===== src/rtl/hack_screen_pkg.sv =====
// Shared constants for the Hack screen memory map.
// The frame buffer is 512x256 monochrome pixels, stored as 8192 16-bit words
// with 32 words per row. The CPU sees it at SCREEN_BASE; the display side
// addresses it with a 13-bit word index.
package hack_screen_pkg;

  localparam int unsigned SCREEN_W      = 512;
  localparam int unsigned SCREEN_H      = 256;
  localparam int unsigned WORDS_PER_ROW = 32;
  localparam int unsigned SCREEN_WORDS  = 8192;
  localparam logic [14:0] SCREEN_BASE   = 15'h4000;
  localparam int unsigned ADDR_W        = 13;

  typedef logic [ADDR_W-1:0] scr_addr_t;
  typedef logic [15:0]       scr_word_t;

endpackage


===== src/rtl/screen_scanout_if.sv =====
// Display read port of the screen RAM.
//   rd_en   : one-clk read request
//   rd_addr : word address (0..8191)
//   rd_data : read data, valid exactly one clk after rd_en
// master = scanout side (issues reads), slave = RAM side (returns data).
interface screen_scanout_if;
  import hack_screen_pkg::*;

  logic      rd_en;
  scr_addr_t rd_addr;
  scr_word_t rd_data;

  modport master (output rd_en, output rd_addr, input rd_data);
  modport slave  (input rd_en, input rd_addr, output rd_data);

endinterface


===== src/rtl/screen_scanout_timing.sv =====
// screen_timing: raster counters and video timing decode.
//   clk, reset   : rising-edge clock, synchronous active-high reset
//   pix_ce       : pixel tick; counters and registered outputs advance only on it
//   active       : current (h,v) lies in the visible 512x256 area (combinational)
//   load         : current h is the first pixel of a word (h%16 == 0)
//   fetch        : this tick must issue a screen read (tick-qualified)
//   de, hsync, vsync, frame_start : registered timing outputs
module screen_timing
  import hack_screen_pkg::*;
#(
  parameter int unsigned H_FRONT  = 16,
  parameter int unsigned H_SYNC   = 96,
  parameter int unsigned H_BACK   = 48,
  parameter int unsigned V_FRONT  = 10,
  parameter int unsigned V_SYNC   = 2,
  parameter int unsigned V_BACK   = 33,
  parameter logic        SYNC_POL = 1'b0
) (
  input  logic clk,
  input  logic reset,
  input  logic pix_ce,
  output logic active,
  output logic load,
  output logic fetch,
  output logic de,
  output logic hsync,
  output logic vsync,
  output logic frame_start
);

  localparam int unsigned H_TOTAL = SCREEN_W + H_FRONT + H_SYNC + H_BACK;
  localparam int unsigned V_TOTAL = SCREEN_H + V_FRONT + V_SYNC + V_BACK;
  localparam int unsigned HW = $clog2(H_TOTAL);
  localparam int unsigned VW = $clog2(V_TOTAL);

  localparam logic [HW-1:0] H_LAST   = HW'(H_TOTAL - 1);
  localparam logic [HW-1:0] H_FETCH0 = HW'(H_TOTAL - 2);
  localparam logic [HW-1:0] H_ACT    = HW'(SCREEN_W);
  localparam logic [HW-1:0] H_WEND   = HW'(SCREEN_W - 16);
  localparam logic [HW-1:0] HS_BEG   = HW'(SCREEN_W + H_FRONT);
  localparam logic [HW-1:0] HS_END   = HW'(SCREEN_W + H_FRONT + H_SYNC);

  localparam logic [VW-1:0] V_LAST    = VW'(V_TOTAL - 1);
  localparam logic [VW-1:0] V_ACT     = VW'(SCREEN_H);
  localparam logic [VW-1:0] V_LASTROW = VW'(SCREEN_H - 1);
  localparam logic [VW-1:0] VS_BEG    = VW'(SCREEN_H + V_FRONT);
  localparam logic [VW-1:0] VS_END    = VW'(SCREEN_H + V_FRONT + V_SYNC);

  logic [HW-1:0] h_q, h_d;
  logic [VW-1:0] v_q, v_d;
  logic de_q, de_d, hsync_q, hsync_d, vsync_q, vsync_d, fs_q, fs_d;
  logic in_row, hs_act, vs_act, fetch_pos;

  assign in_row = v_q < V_ACT;
  assign active = (h_q < H_ACT) && in_row;
  assign load   = h_q[3:0] == 4'd0;
  assign hs_act = (h_q >= HS_BEG) && (h_q < HS_END);
  assign vs_act = (v_q >= VS_BEG) && (v_q < VS_END);

  // Words 1..31 of a row are fetched two ticks before their first pixel; word 0
  // is fetched at the end of the previous line (line V_TOTAL-1 for row 0).
  assign fetch_pos = (in_row && (h_q[3:0] == 4'd14) && (h_q < H_WEND)) ||
                     ((h_q == H_FETCH0) && ((v_q < V_LASTROW) || (v_q == V_LAST)));
  assign fetch     = pix_ce && fetch_pos;

  always_comb begin
    h_d     = h_q;
    v_d     = v_q;
    de_d    = de_q;
    hsync_d = hsync_q;
    vsync_d = vsync_q;
    fs_d    = 1'b0;
    if (pix_ce) begin
      de_d    = active;
      hsync_d = hs_act ? SYNC_POL : ~SYNC_POL;
      vsync_d = vs_act ? SYNC_POL : ~SYNC_POL;
      fs_d    = (h_q == '0) && (v_q == '0);
      if (h_q == H_LAST) begin
        h_d = '0;
        v_d = (v_q == V_LAST) ? '0 : v_q + 1'b1;
      end else begin
        h_d = h_q + 1'b1;
      end
    end
  end

  always_ff @(posedge clk) begin
    if (reset) begin
      h_q     <= '0;
      v_q     <= V_ACT;
      de_q    <= 1'b0;
      hsync_q <= ~SYNC_POL;
      vsync_q <= ~SYNC_POL;
      fs_q    <= 1'b0;
    end else begin
      h_q     <= h_d;
      v_q     <= v_d;
      de_q    <= de_d;
      hsync_q <= hsync_d;
      vsync_q <= vsync_d;
      fs_q    <= fs_d;
    end
  end

  assign de          = de_q;
  assign hsync       = hsync_q;
  assign vsync       = vsync_q;
  assign frame_start = fs_q;

endmodule


===== src/rtl/screen_scanout.sv =====
// screen_scanout: raster reader for the Hack screen frame buffer.
// Walks the 512x256 screen in raster order through the display read port,
// serialises each 16-bit word LSB-first into a pixel stream and emits
// de/hsync/vsync/frame_start timing.
//   clk, reset  : rising-edge clock, synchronous active-high reset
//   pix_ce      : pixel tick enable
//   rd          : screen RAM read port (rd_en, rd_addr, rd_data)
//   pixel       : 1 = black, 0 outside active video
//   de, hsync, vsync, frame_start : video timing outputs
module screen_scanout
  import hack_screen_pkg::*;
#(
  parameter int unsigned H_FRONT  = 16,
  parameter int unsigned H_SYNC   = 96,
  parameter int unsigned H_BACK   = 48,
  parameter int unsigned V_FRONT  = 10,
  parameter int unsigned V_SYNC   = 2,
  parameter int unsigned V_BACK   = 33,
  parameter logic        SYNC_POL = 1'b0
) (
  input  logic                     clk,
  input  logic                     reset,
  input  logic                     pix_ce,
  screen_scanout_if.master         rd,
  output logic                     pixel,
  output logic                     de,
  output logic                     hsync,
  output logic                     vsync,
  output logic                     frame_start
);

  logic active, load, fetch;

  screen_timing #(
    .H_FRONT  (H_FRONT),
    .H_SYNC   (H_SYNC),
    .H_BACK   (H_BACK),
    .V_FRONT  (V_FRONT),
    .V_SYNC   (V_SYNC),
    .V_BACK   (V_BACK),
    .SYNC_POL (SYNC_POL)
  ) u_timing (
    .clk         (clk),
    .reset       (reset),
    .pix_ce      (pix_ce),
    .active      (active),
    .load        (load),
    .fetch       (fetch),
    .de          (de),
    .hsync       (hsync),
    .vsync       (vsync),
    .frame_start (frame_start)
  );

  logic      rd_en_q, rd_en_d;
  scr_addr_t rd_addr_q, rd_addr_d;
  scr_addr_t next_addr_q, next_addr_d;
  logic      cap_q, cap_d;
  scr_word_t pbuf_q, pbuf_d;
  scr_word_t shift_q, shift_d;
  logic      pixel_q, pixel_d;

  always_comb begin
    rd_en_d     = fetch;
    rd_addr_d   = rd_addr_q;
    next_addr_d = next_addr_q;
    // Fetches always come in raster order, so a wrapping word counter
    // supplies the address; reset realigns it with the timing counters.
    if (fetch) begin
      rd_addr_d   = next_addr_q;
      next_addr_d = next_addr_q + 1'b1;
    end

    // rd_data returns the clk after the RAM sees rd_en; capture regardless of pix_ce.
    cap_d  = rd_en_q;
    pbuf_d = cap_q ? rd.rd_data : pbuf_q;

    shift_d = shift_q;
    pixel_d = pixel_q;
    if (pix_ce) begin
      if (active) begin
        if (load) begin
          // pbuf_d bypasses the capture so a word returning on this very
          // clk (pix_ce tied high) is used at its first pixel.
          pixel_d = pbuf_d[0];
          shift_d = pbuf_d >> 1;
        end else begin
          pixel_d = shift_q[0];
          shift_d = shift_q >> 1;
        end
      end else begin
        pixel_d = 1'b0;
      end
    end
  end

  always_ff @(posedge clk) begin
    if (reset) begin
      rd_en_q     <= 1'b0;
      rd_addr_q   <= '0;
      next_addr_q <= '0;
      cap_q       <= 1'b0;
      pbuf_q      <= '0;
      shift_q     <= '0;
      pixel_q     <= 1'b0;
    end else begin
      rd_en_q     <= rd_en_d;
      rd_addr_q   <= rd_addr_d;
      next_addr_q <= next_addr_d;
      cap_q       <= cap_d;
      pbuf_q      <= pbuf_d;
      shift_q     <= shift_d;
      pixel_q     <= pixel_d;
    end
  end

  assign rd.rd_en   = rd_en_q;
  assign rd.rd_addr = rd_addr_q;
  assign pixel      = pixel_q;

endmodule


===== src/flat_wrapper.sv =====
// flat-port wrapper written by rule: the top's interface ports become plain ports
module screen_scanout_flat import hack_screen_pkg::*;
#(
  parameter int unsigned H_FRONT  = 16,
  parameter int unsigned H_SYNC   = 96,
  parameter int unsigned H_BACK   = 48,
  parameter int unsigned V_FRONT  = 10,
  parameter int unsigned V_SYNC   = 2,
  parameter int unsigned V_BACK   = 33,
  parameter logic        SYNC_POL = 1'b0
)
  (clk, reset, pix_ce, pixel, de, hsync, vsync, frame_start, rd_rd_en, rd_rd_addr, rd_rd_data);
  screen_scanout_if rd_i ();
  input  logic clk;
  input  logic reset;
  input  logic pix_ce;
  output logic pixel;
  output logic de;
  output logic hsync;
  output logic vsync;
  output logic frame_start;
  output wire logic [$bits(rd_i.rd_en)-1:0] rd_rd_en;
  output wire logic [$bits(rd_i.rd_addr)-1:0] rd_rd_addr;
  input wire logic [$bits(rd_i.rd_data)-1:0] rd_rd_data;
  assign rd_rd_en = rd_i.rd_en;
  assign rd_rd_addr = rd_i.rd_addr;
  assign rd_i.rd_data = rd_rd_data;
  screen_scanout #(.H_FRONT(H_FRONT), .H_SYNC(H_SYNC), .H_BACK(H_BACK), .V_FRONT(V_FRONT), .V_SYNC(V_SYNC), .V_BACK(V_BACK), .SYNC_POL(SYNC_POL)) u_core (.clk(clk), .reset(reset), .pix_ce(pix_ce), .rd(rd_i), .pixel(pixel), .de(de), .hsync(hsync), .vsync(vsync), .frame_start(frame_start));
endmodule

===== config.mk =====
export PLATFORM = sky130hd
export DESIGN_NAME = screen_scanout_flat
export DESIGN_NICKNAME = d
export VERILOG_FILES = /design/src/rtl/hack_screen_pkg.sv /design/src/rtl/screen_scanout_if.sv /design/src/rtl/screen_scanout_timing.sv /design/src/rtl/screen_scanout.sv /design/src/flat_wrapper.sv
export SDC_FILE = /design/constraint.sdc
export NUM_CORES = 1
export LEC_CHECK = 0
export ABC_CLOCK_PERIOD_IN_PS = 3000
export BUFFER_PORTS_ARGS = -buffer_cell sky130_fd_sc_hd__buf_2
export CAP_MARGIN = 20
export CORE_MARGIN = 2
export CORE_UTILIZATION = 47
export DETAILED_ROUTE_END_ITERATION = 8
export GPL_TIMING_DRIVEN = 0
export PLACE_DENSITY = 0.66
export SLEW_MARGIN = 20
export SYNTH_ARGS = -nofsm -noshare
export SYNTH_HDL_FRONTEND = slang
export SYNTH_SLANG_ARGS = --single-unit
export TNS_END_PERCENT = 10

===== constraint.sdc =====
create_clock -name clk -period 3 [get_ports clk]
set_clock_uncertainty 0.2 [all_clocks]
set_input_delay 0.6 -clock clk [delete_from_list [all_inputs] [get_ports clk]]
set_output_delay 0.6 -clock clk [all_outputs]
set_load 0.02 [all_outputs]

Word level (Yosys, flattened, before mapping)
Cells that the tools add are included.
{ "totals": {"word_cells": 53, "reg_bits": 84, "output_inout_bits": 19} }
{ "classes": {"bitwise": 1, "muxes": 8, "n_reduce_logical": 16, "n_eq_ne": 4, "magnitude_cmp": 8, "n_addsub": 3} }
{ "ops": {"columns": ["operator", "n"], "rows": [
  ["$eq A10 B10 Y1 const B", 2],
  ["$lt A10 B10 Y1 const B", 2],
  ["$lt A9 B9 Y1 const B", 2],
  ["$mux W16", 1],
  ["$mux W15", 1],
  ["$add A13 B1 Y13 const B", 1],
  ["$add A10 B1 Y10 const B", 1],
  ["$ge A10 B10 Y1 const B", 1],
  ["$logic_not A10 Y1", 1],
  ["$lt A10 B9 Y1 const B", 1],
  ["$mux W10", 1],
  ["$add A9 B1 Y9 const B", 1],
  ["$eq A9 B9 Y1 const B", 1],
  ["$ge A9 B9 Y1 const B", 1],
  ["$logic_not A9 Y1", 1],
  ["$lt A9 B8 Y1 const B", 1],
  ["$mux W9", 1],
  ["$logic_and A1 B1 Y1", 8],
  ["$eq A4 B4 Y1 const B", 1],
  ["$logic_not A4 Y1", 1],
  ["$mux W1", 4],
  ["$reduce_and A2 Y1", 2],
  ["$logic_or A1 B1 Y1", 2],
  ["$reduce_or A2 Y1", 1],
  ["$not A1 Y1", 1]
]} }

Logic depth before layout (Yosys ltp)
{ "logic_depth": {"word_depth": 5, "mapped_depth": 9} }

Hierarchy
A second synthesis with hierarchy kept.
{ "unflattened": {"cells_unflattened": 401, "area_unflattened_um2": 3634.7} }
{ "by_module_without_submodules": {"columns": ["module", "area_each_um2", "seq_area_each_um2", "cells_each", "instances"], "rows": [
  ["screen_scanout", 2359.8, 1201.2, 249, 1],
  ["screen_timing", 1275.0, 460.4, 152, 1]
]} }

Worst setup path after synthesis
Ideal clock, no wire load.
{ "synth_path": {"path_kind": "reg2reg", "startpoint": "register u_core.u_timing.h_q[0]", "endpoint": "register u_core.next_addr_q[10]", "stages_incl_launch_ff": 9, "synth_period_minus_slack_ps": 2160, "n_path_buf": 1, "t_arrival_ps": 1890, "slack_ps": 840, "setup_ps": 70, "t_required_ps": 2730, "path_cell_list": "dfxtp_1 -> inv_1 -> ha_1 -> nand4_2 -> a2111oi_4 -> a31oi_1 -> buf_6 -> or4_1 -> a21oi_1"} }
{ "synth_between": {"elab_chain_cells": 5} }
{ "synth_rtl": {"columns": ["item", "line", "rtl"], "rows": [
  ["start: declaration", "screen_scanout_timing.sv:49", "logic [HW-1:0] h_q, h_d;"],
  ["start signal: assignment", "screen_scanout_timing.sv:89", "h_q <= '0;"],
  ["start signal: assignment", "screen_scanout_timing.sv:96", "h_q <= h_d;"],
  ["parallel branches: the longest is 3 deep, another holds $lt A10 B9 Y1", null, null],
  ["$logic_or A1 B1 Y1 *", "screen_scanout_timing.sv:62", "assign fetch_pos = (in_row && (h_q[3:0] == 4'd14) && (h_q < H_WEND)) ||"],
  ["$logic_and A1 B1 Y1 *", "screen_scanout_timing.sv:64", "assign fetch = pix_ce && fetch_pos;"],
  ["end signal: assignment", "screen_scanout.sv:109", "next_addr_q <= next_addr_d;"],
  ["end: declaration", "screen_scanout.sv:57", "scr_addr_t next_addr_q, next_addr_d;"]
]} }
Mark *: on every way between the ends.
A chain may end at the register's enable or synchronous reset.

Worst setup path after layout
Same ends and word-level chain as after synthesis.

==> results.sh <==
export IMPL_synthArstFlopShare=0
export IMPL_cts_tree="built"
export IMPL_postCtsSetupRepairBufs=0
export IMPL_cts_htree_levels=3
export IMPL_wire_length_of_the_first_global_routing_pass_um=12300
export IMPL_synth_seq_area_share=0.460
export IMPL_horiz_die_dim_um=91.6
export IMPL_fillers=675
export IMPL_cts_root_buffer_cell="sky130_fd_sc_hd__clkbuf_8"
export IMPL_timing_fmax_ghz=0.416
export IMPL_global_route_peak_usage_layer="met2"
export IMPL_use_met2=0.274
export IMPL_rsz0062_at_grt="false"
export IMPL_timing_final_max_slew_violations=0
export IMPL_crit_arrival_ns=2.48
export IMPL_synth_seq_cells=83
export IMPL_row_count=31
export IMPL_globalRoute_totalOverflow=0
export IMPL_hold_violations=0
export IMPL_postSynthAreaPerCell_um2=9.05
export IMPL_synth_top_cells_by_area="sky130_fd_sc_hd__dfxtp_1, sky130_fd_sc_hd__mux2i_1, sky130_fd_sc_hd__nor2_1"
export IMPL_grt_max_degree=14
export IMPL_seqPwrFrac=0.552
export IMPL_fraction_of_final_layout_cells_sized_beyond_drive_strength_1=0.160
export IMPL_timing_critical_path_to_type="flip-flop"
export IMPL_synth_enable_flop_cells=0
export IMPL_crit_path_end="u_core.next_addr_q[10]$_SDFFE_PP0P_"
export IMPL_globalRouteMet1Util=0.254
export IMPL_switching_share=0.230
export IMPL_grt_use_total=0.178
export IMPL_start_kind="flip-flop"
export IMPL_clock_insertion_delay_worst_skew_ns=0.34
export IMPL_fp_dieArea_um2=8400
export IMPL_antenna_cells=0
export IMPL_flow_area_growth_from_synthesis_pct=13.8
export IMPL_ff_latch_area_um2=1660
export IMPL_start_util=0.492
export IMPL_ant_nets=0
export IMPL_setup_total_negative_slack_ns=0
export IMPL_grt_use_met3=0.0320
export IMPL_via_per_inst=5.23
export IMPL_num_vias=2877
export IMPL_via_count_of_the_first_global_routing_pass=2664
export IMPL_synthFlopType="sky130_fd_sc_hd__dfxtp_1"
export IMPL_finalCritPeriodShare=0.801
export IMPL_timing_worst_slew_pin_value_ns=0.566
export IMPL_holdBufCountCts=0
export IMPL_tritoncts_num_sinks=83
export IMPL_synth_top_cell_area_share=0.460
export IMPL_routedWlPerCell_um=13.3
export IMPL_die_height_um=91.6
export IMPL_switchingPower_uw=463
export IMPL_setup_reg_to_reg_worst_slack_ns=0.60
export IMPL_power_leakage_nw=1.66
export IMPL_design_portCount=38
export IMPL_floorplan_core_area_um2=7330
export IMPL_peakVddDrop_v=0.000241
export IMPL_power_per_cell_area_nw_per_um2=489
export IMPL_combPwrFrac=0.049
export IMPL_cts_made_buffers=9
export IMPL_synth_cell_types=44
export IMPL_final_core_area_utilization=0.560
export IMPL_final_cell_mix="sky130_fd_sc_hd__nor2_1, sky130_fd_sc_hd__dfxtp_1, sky130_fd_sc_hd__buf_2"
export IMPL_crit_fanout=10
export IMPL_totalWireLength_um=7330
export IMPL_rr_endpoint="u_core.next_addr_q[10]$_SDFFE_PP0P_"
export IMPL_yosysTopAreaCell="sky130_fd_sc_hd__dfxtp_1"
export IMPL_hpwl_um=5070
export IMPL_clkPwrFrac=0.399
export IMPL_design_final_nets=471
export IMPL_synth_cells=399
export IMPL_critPathLaunch="u_core.u_timing.h_q[0]$_SDFFE_PP0P_"
export IMPL_crit_required_ns=3.08
export IMPL_timing_setup_critical_path_class="flip-flop to flip-flop"
export IMPL_remaining_drc_errors=0
export IMPL_internal_power_mw=1.55
export IMPL_mappedNetlistNets=424
export IMPL_postCtsResizedCells=0
export IMPL_cts_buffer_depth=2
export IMPL_number_of_maximum_capacitance_violations=0
export IMPL_initial_antenna_violation_count=0
export IMPL_finalCriticalPeriod_ns=2.40
export IMPL_r2r_worst_path_cells=8
export IMPL_final_setup_violations=0
export IMPL_status="completed"
export IMPL_detail_route_iter0_violations=115
export IMPL_clk_pin_slew_ns=0.09
export IMPL_hold_class="flip-flop to flip-flop"
export IMPL_placer_s_final_routability_congestion_estimate=0.837
export IMPL_mappedNetlistArea_um2=3610
export IMPL_detailedRoute_firstPassIterationCount=4
export IMPL_worst_r2r_startpoint="u_core.u_timing.h_q[0]$_SDFFE_PP0P_"
export IMPL_slew_headroom=0.622
export IMPL_numPortBuffers=36
export IMPL_multi_input_area_um2=1710
export IMPL_synth_warning_count=0
-- layer usage --
metal | share of wire | vias up
met5 | 0 | -
met4 | 0.011 | 0
met3 | 0.038 | 9
met2 | 0.44 | 44
met1 | 0.51 | 1342
li1 | - | 1482
-- worst max-delay path, stage by stage, from the launching register on --
cell	delay, ns
sky130_fd_sc_hd__dfxtp_1	0.35
sky130_fd_sc_hd__inv_1	0.11
sky130_fd_sc_hd__ha_1	0.16
sky130_fd_sc_hd__nand4_2	0.16
sky130_fd_sc_hd__nor4_1	0.31
sky130_fd_sc_hd__a31oi_1	0.20
sky130_fd_sc_hd__buf_6	0.18
sky130_fd_sc_hd__or4_1	0.50
sky130_fd_sc_hd__a21oi_1	0.16
-- power by group through the flow --
| stage | clock [mW] | sequential, mW | combinational (mW) |
|---|---|---|---|
| after floorplan | 0 | 1.13 | 0.0643 |
| after global placement | 0 | 1.13 | 0.0973 |
| after detailed placement | 0 | 1.13 | 0.0984 |
| after CTS | 0.822 | 1.11 | 0.0991 |
| after global routing | 0.867 | 1.11 | 0.111 |
| final | 0.802 | 1.11 | 0.0980 |
-- cell type report --
cell class              instances  area share
flip-flops and latches         83       0.405
clock buffers                  12      0.0353
repair buffers                 36      0.0439
inverters                       8     0.00731
multi-input cells             278       0.417
plain buffers                  30      0.0496
well taps                      99      0.0302
clock inverters                 4      0.0119
-- how the worst min path moves through the flow --
stage | start | endpoint | cells past startpoint
finish | u_core.rd.rd_addr[12]$_SDFFE_PP0P_ | u_core.rd.rd_addr[12]$_SDFFE_PP0P_ | 2
CTS | u_core.shift_q[7]$_SDFFE_PP0P_ | u_core.shift_q[7]$_SDFFE_PP0P_ | 2
floorplan | u_core.next_addr_q[12]$_SDFFE_PP0P_ | u_core.next_addr_q[12]$_SDFFE_PP0P_ | 2
global route | u_core.rd.rd_en$_SDFF_PP0_ | u_core.cap_q$_SDFF_PP0_ | 1
detailed placement | u_core.shift_q[7]$_SDFFE_PP0P_ | u_core.shift_q[7]$_SDFFE_PP0P_ | 2
global placement | u_core.u_timing.hsync$_SDFFE_PP1P_ | u_core.u_timing.hsync$_SDFFE_PP1P_ | 2
-- flip-flops by register name, summed over array words and instances (netlist names), 9 cells and up --
| signal | flops |
|---|---|
| u_core.pbuf_q | 16 |
| u_core.shift_q | 15 |
| u_core.next_addr_q | 13 |
| u_core.rd.rd_addr | 13 |
| u_core.u_timing.h_q | 10 |
| u_core.u_timing.v_q | 9 |
-- through the flow --
step | power, mW | hold WS (ns) | std cells | area (µm²) | setup WS [ns]
2_1_floorplan | 1.20 | 0.251 | 399 | 3610 | 0.840
5_1_grt | 2.09 | 0.320 | 550 | 4110 | 0.414
4_1_cts | 2.03 | 0.297 | 550 | 4110 | 0.570
3_3_place_gp | 1.23 | 0.263 | 534 | 3910 | 0.416
3_5_place_dp | 1.23 | 0.277 | 534 | 3910 | 0.408
6_report | 2.01 | 0.291 | 550 | 4110 | 0.598
-- Yosys cell counts (all sizes together) (6+ instances only) --
master / number
inv: 8
ha: 6
nor3: 6
nor2: 83
dfxtp: 83
nand2: 14
a21oi: 28
nand3: 8
or3: 11
o21ai: 14
mux2i: 32
clkbuf: 16
nand4: 13
buf: 13
a211oi: 15
xor2: 11
-- cell families after synthesis --
group / share of synthesized area
and+or+nand+nor: 0.216
AOI/OAI and AO/OA: 0.110
buffers and inverters: 0.0648
xor gates and xnor gates: 0.0388
DFF: 0.460
muxes: 0.0887
adders and majority gates: 0.0208
Note: power is estimated with default switching activity, not from simulation.
